## src/rtl/serial_subtractor_8_if.sv

```systemverilog
// rtl/serial_subtractor_8_if.sv - operand/result bus for the bit-serial subtractor
interface serial_subtractor_8_if #(
  parameter int WIDTH = 8
);
  logic             start;
  logic [WIDTH-1:0] x;
  logic [WIDTH-1:0] y;
  logic             b0;
  logic             busy;
  logic             done;
  logic [WIDTH-1:0] D;
  logic             bOut;
  logic             V;

  modport master (
    output start, x, y, b0,
    input  busy, done, D, bOut, V
  );

  modport slave (
    input  start, x, y, b0,
    output busy, done, D, bOut, V
  );
endinterface

```

## src/rtl/serial_subtractor_8.sv

```systemverilog
// rtl/serial_subtractor_8.sv - LSB-first bit-serial subtractor D = x - y - b0 with start/busy/done
module serial_subtractor_8 #(
  parameter int WIDTH = 8
) (
  input  logic                   clk,
  input  logic                   rst,
  serial_subtractor_8_if.slave   bus
);
  localparam int CW = $clog2(WIDTH);
  localparam logic [CW-1:0] LAST = CW'(WIDTH - 1);

  typedef enum logic [1:0] {IDLE, SHIFT, DONE} state_t;

  state_t           state;
  logic [WIDTH-1:0] x_sr;
  logic [WIDTH-1:0] y_sr;
  logic [WIDTH-1:0] res_sr;
  logic             borrow;
  logic [CW-1:0]    cnt;
  logic             x_sign;
  logic             y_sign;
  logic             busy_r;
  logic             done_r;
  logic [WIDTH-1:0] d_r;
  logic             bout_r;
  logic             v_r;

  logic             xi;
  logic             yi;
  logic             diff_bit;
  logic             borrow_next;
  logic [WIDTH-1:0] res_next;

  // Single full-subtractor cell fed by the operand LSBs and the borrow flop
  always_comb begin
    xi          = x_sr[0];
    yi          = y_sr[0];
    diff_bit    = xi ^ yi ^ borrow;
    borrow_next = (~xi & yi) | (~(xi ^ yi) & borrow);
    res_next    = {diff_bit, res_sr[WIDTH-1:1]};
  end

  // Control FSM and datapath; results only update on the last bit so they hold while busy
  always_ff @(posedge clk or posedge rst) begin
    if (rst) begin
      state  <= IDLE;
      x_sr   <= '0;
      y_sr   <= '0;
      res_sr <= '0;
      borrow <= 1'b0;
      cnt    <= '0;
      x_sign <= 1'b0;
      y_sign <= 1'b0;
      busy_r <= 1'b0;
      done_r <= 1'b0;
      d_r    <= '0;
      bout_r <= 1'b0;
      v_r    <= 1'b0;
    end else begin
      case (state)
        IDLE: begin
          if (bus.start) begin
            x_sr   <= bus.x;
            y_sr   <= bus.y;
            borrow <= bus.b0;
            res_sr <= '0;
            cnt    <= '0;
            x_sign <= bus.x[WIDTH-1];
            y_sign <= bus.y[WIDTH-1];
            busy_r <= 1'b1;
            state  <= SHIFT;
          end
        end
        SHIFT: begin
          x_sr   <= x_sr >> 1;
          y_sr   <= y_sr >> 1;
          res_sr <= res_next;
          borrow <= borrow_next;
          if (cnt == LAST) begin
            d_r    <= res_next;
            bout_r <= borrow_next;
            v_r    <= (x_sign != y_sign) & (res_next[WIDTH-1] != x_sign);
            done_r <= 1'b1;
            busy_r <= 1'b0;
            state  <= DONE;
          end else begin
            cnt <= cnt + CW'(1);
          end
        end
        DONE: begin
          done_r <= 1'b0;
          if (bus.start) begin
            x_sr   <= bus.x;
            y_sr   <= bus.y;
            borrow <= bus.b0;
            res_sr <= '0;
            cnt    <= '0;
            x_sign <= bus.x[WIDTH-1];
            y_sign <= bus.y[WIDTH-1];
            busy_r <= 1'b1;
            state  <= SHIFT;
          end else begin
            state <= IDLE;
          end
        end
        default: state <= IDLE;
      endcase
    end
  end

  assign bus.busy = busy_r;
  assign bus.done = done_r;
  assign bus.D    = d_r;
  assign bus.bOut = bout_r;
  assign bus.V    = v_r;
endmodule

```

## src/flat_wrapper.sv

```systemverilog
// flat-port wrapper written by rule: the top's interface ports become plain ports
module serial_subtractor_8_flat 
#(
  parameter int WIDTH = 8
)
  (clk, rst, bus_start, bus_x, bus_y, bus_b0, bus_busy, bus_done, bus_D, bus_bOut, bus_V);
  serial_subtractor_8_if #(.WIDTH(WIDTH)) bus_i ();
  input  logic clk;
  input  logic rst;
  input wire logic [$bits(bus_i.start)-1:0] bus_start;
  input wire logic [$bits(bus_i.x)-1:0] bus_x;
  input wire logic [$bits(bus_i.y)-1:0] bus_y;
  input wire logic [$bits(bus_i.b0)-1:0] bus_b0;
  output wire logic [$bits(bus_i.busy)-1:0] bus_busy;
  output wire logic [$bits(bus_i.done)-1:0] bus_done;
  output wire logic [$bits(bus_i.D)-1:0] bus_D;
  output wire logic [$bits(bus_i.bOut)-1:0] bus_bOut;
  output wire logic [$bits(bus_i.V)-1:0] bus_V;
  assign bus_i.start = bus_start;
  assign bus_i.x = bus_x;
  assign bus_i.y = bus_y;
  assign bus_i.b0 = bus_b0;
  assign bus_busy = bus_i.busy;
  assign bus_done = bus_i.done;
  assign bus_D = bus_i.D;
  assign bus_bOut = bus_i.bOut;
  assign bus_V = bus_i.V;
  serial_subtractor_8 #(.WIDTH(WIDTH)) u_core (.clk(clk), .rst(rst), .bus(bus_i));
endmodule
```

## config.mk

```make
export PLATFORM = sky130hd
export DESIGN_NAME = serial_subtractor_8_flat
export DESIGN_NICKNAME = d
export VERILOG_FILES = /design/src/rtl/serial_subtractor_8_if.sv /design/src/rtl/serial_subtractor_8.sv /design/src/flat_wrapper.sv
export SDC_FILE = /design/constraint.sdc
export NUM_CORES = 1
export LEC_CHECK = 0
export BUFFER_PORTS_ARGS = -buffer_cell sky130_fd_sc_hd__buf_2
export CAP_MARGIN = 20
export CORE_ASPECT_RATIO = 0.7
export CORE_UTILIZATION = 62
export CTS_BUF_LIST = sky130_fd_sc_hd__clkbuf_4
export CTS_CLUSTER_DIAMETER = 200
export DETAILED_ROUTE_END_ITERATION = 8
export PLACE_DENSITY = 0.87
export RECOVER_POWER = 50
export SYNTH_ARGS = -nofsm -noshare
export SYNTH_HDL_FRONTEND = slang
export SYNTH_SLANG_ARGS = --single-unit
```

## constraint.sdc

```tcl
create_clock -name clk -period 4.2 [get_ports clk]
set_clock_uncertainty 0.15 [all_clocks]
set_input_delay 0.84 -clock clk [delete_from_list [all_inputs] [get_ports clk]]
set_output_delay 0.84 -clock clk [all_outputs]
set_load 0.02 [all_outputs]
```

==> metrics.md <==
| Metric | Value |
|---|---|
| Clock root cell | `clkbuf_4` |
| Peak Freq | `403.9 MHz` |
| CTS Hold Bufs | `0` |
| Yosys Warn Count | `0` |
| Largest net degree at the start of global routing | `26` |
| Cell variety after synth | `21` |
| Max FO, Critical Path | `24` |
| CTS buffer count | `5` |
| Worst slew margin | `13.02%` |
| Clock latency on the worst-skew pair | `0.37 ns` |
| Total Routing Usage GR | `25.34%` |
| Hold Crit Class | `flop to flop` |
| EDFF count, synth | `0` |
| Critical path startpoint | `u_core.state[0]` |
| Area added between synthesis and finish | `10.63%` |
| Gates resized, CTS repair | `0` |
| Vias in the first global route | `1244` |
| IO Pins | `32` |
| Area share of the largest cell type after synthesis | `57.87%` |
| Slew @ Worst Pin | `1.305 ns` |
| Leading post-synthesis cells by cell area | `dfrtp_1 (58%), mux2i_1 (8.1%), mux2_2 (5.5%), a22o_1 (4.7%), o21ai_1 (4.3%)` |
| Critical Path RT | `4.31 ns` |
| Die area | `0.003225 mm^2` |
| Port-buffer cells | `31` |
| Layout cells sized above 1 | `23.81%` |
| CTS Sinks | `43` |
| First-pass GRT wire length | `5.644 mm` |
| Kind of critical path | `flop to flop` |
| Cells on worst reg2reg path | `3` |
| FF-to-FF setup slack | `1.72 ns` |
| Critical Path Sink Type | `flop` |
| Final setup viols | `0` |
| Primary FF master, synth | `dfrtp_1` |
| #FFs+latches synth | `43` |
| Synth Net Count | `182` |
| CORE AREA | `0.002823 mm^2` |
| Layout fillers | `208` |
| Fin Setup TNS | `0 ns` |
| Initial antenna violation count | `0` |
| Routed vias/inst | `5.729` |
| Worst Setup EP | `u_core.res_sr[6]` |
| Final hold vios | `0` |
| Row count | `16` |
| HPWL after DPL | `2.467 mm` |
| LEAKAGE | `1.042 nW` |
| Worst EP arrival | `2.58 ns` |
| Startpoint Class | `flop` |
| Async S/R FF share, synth | `100.0%` |
| Syn Std Cell Area | `0.001859 mm^2` |
| Reg-to-reg endpoint | `u_core.res_sr[6]` |
| Largest area contributor in the netlist | `dfrtp_1` |
| RSZ-0062 raised after global routing | `false` |
| Post-Syn Area per Cell | `11.69 um^2` |
| Syn Inst Count | `159` |
| Power Density | `766.1 mW/mm^2` |
| Commonest cells post-synth | `dfrtp_1 (43), o21ai_1 (16), mux2i_1 (15), nand3_1 (15), nand2_1 (11)` |
| Final hold slack | `0.3494 ns` |
| Max-cap violation count | `0` |
| Clock H-tree levels | `2` |
| Status | `finished clean` |
| Gpl congestion | `0.7359` |
| Initial DRC count | `63` |
| GRT overflow | `0` |
| Initial Util | `65.87%` |
| Postcts setup bufs | `0` |
| Fin crit share | `58.95%` |
| TritonRoute pass-1 iters | `4` |
| Clk buf depth | `2` |
| Post-route ant nets | `0` |
| Sequential fraction of the synthesis area | `57.87%` |
| N_diodes | `0` |
| Pins over their slew limit | `0` |
| Die Wd | `67.45 um` |
| Nets | `211` |
| Chip height | `47.82 um` |
| Worst VDD drop | `423.1 uV` |
| Top-count cell post-synth | `dfrtp_1` |
| DRC | `0` |
| Avg WL per Cell | `16.15 um` |
| Clock Pin Slew Worst Setup and Hold Paths | `0.12 ns` |
| Via Count | `1289` |
| Final Power | `0.001576 W` |
| Minimum clock period | `2.476 ns` |
| Total wire length | `3.633 mm` |
| Worst reg2reg startpoint | `u_core.state[0]` |
| CTS tree | `built` |
==> layout by cell type, fill, tap and decap left out, drive strengths merged, types with 7 or more instances in the layout <==
cell type   n
dfrtp      43
buf        27
o21ai      21
mux2i      15
nand3      15
nand2      11
a22o       10
clkbuf     10
mux2        9
inv         7
==> area by class of cell <==
type	instances	area, um^2	area share (%)
repair buffers	32	153.9	7.482
inverters	7	26.28	1.277
well taps	36	45.04	2.190
flip-flops and latches	43	1076	52.31
clock inverters	3	20.02	0.9732
clock buffers	5	37.54	1.825
multi-input cells	99	698.2	33.94
==> worst min-delay path by stage <==
stage | from | end | cells past startpoint
6_report | u_core.cnt[0] | u_core.cnt[0] | 1
5_1_grt | u_core.res_sr[1] | u_core.res_sr[1] | 1
4_1_cts | u_core.cnt[0] | u_core.cnt[0] | 1
3_5_place_dp | u_core.bus.V | u_core.bus.V | 2
3_3_place_gp | u_core.cnt[0] | u_core.cnt[0] | 1
2_1_floorplan | u_core.cnt[0] | u_core.cnt[0] | 1
==> power breakdown <==
group | leakage [nW] | internal (W) | switching (W)
Sequential | 0.535 | 0.000590 | 0.000147
Clock | 0.0272 | 0.0000639 | 0.000139
Combinational | 0.480 | 0.000284 | 0.000352
Total | 1.04 | 0.000938 | 0.000638
==> flip-flops by register name, indices dropped and copies added, names as in the netlist <==
name and cells:
u_core.bus.D 8, u_core.y_sign 1, u_core.bus.V 1, u_core.res_sr 7, u_core.bus.bOut 1, u_core.borrow 1, u_core.bus.busy 1, u_core.x_sign 1
u_core.state 2, u_core.y_sr 8, u_core.bus.done 1, u_core.cnt 3, u_core.x_sr 8
==> logic make-up (layout without fill, tap and decap cells) <==
group	Yosys count	count (layout)	synth area share [%]
simple gates	39	39	10.70
buf+inv	17	47	4.576
compound gates	33	33	10.90
fa+ha+maj	3	3	2.422
flops	43	43	57.87
mux	24	24	13.53
==> metal layers <==
| metal | global-route usage, % | up-vias | part of all wire [%] |
|---|---|---|---|
| met5 | 0 | - | 0 |
| met4 | 10.64 | 0 | 1.2 |
| met3 | 7.619 | 5 | 5.5 |
| met2 | 40.40 | 41 | 47 |
| met1 | 33.13 | 628 | 46 |
| li1 | - | 615 | - |
==> critical path, cell delays in order, from the launching register on <==
cell and delay [ns]:
dfrtp_1 1.04, nor2b_1 0.67, nor2_4 0.26, a22o_1 0.25
==> metrics by stage <==
stage / instance area (um^2) / setup WS (ns) / instances / utilization [%]
final: 2057 / 1.724 / 225 / 72.87
after global routing: 2057 / 1.427 / 225 / 72.87
after CTS: 2066 / 1.728 / 225 / 73.18
after detailed placement: 2008 / 1.789 / 217 / 71.14
after global placement: 2008 / 1.818 / 217 / 71.14
after floorplan: 1859 / 2.207 / 159 / -
Note: power is estimated with default switching activity, not from simulation.
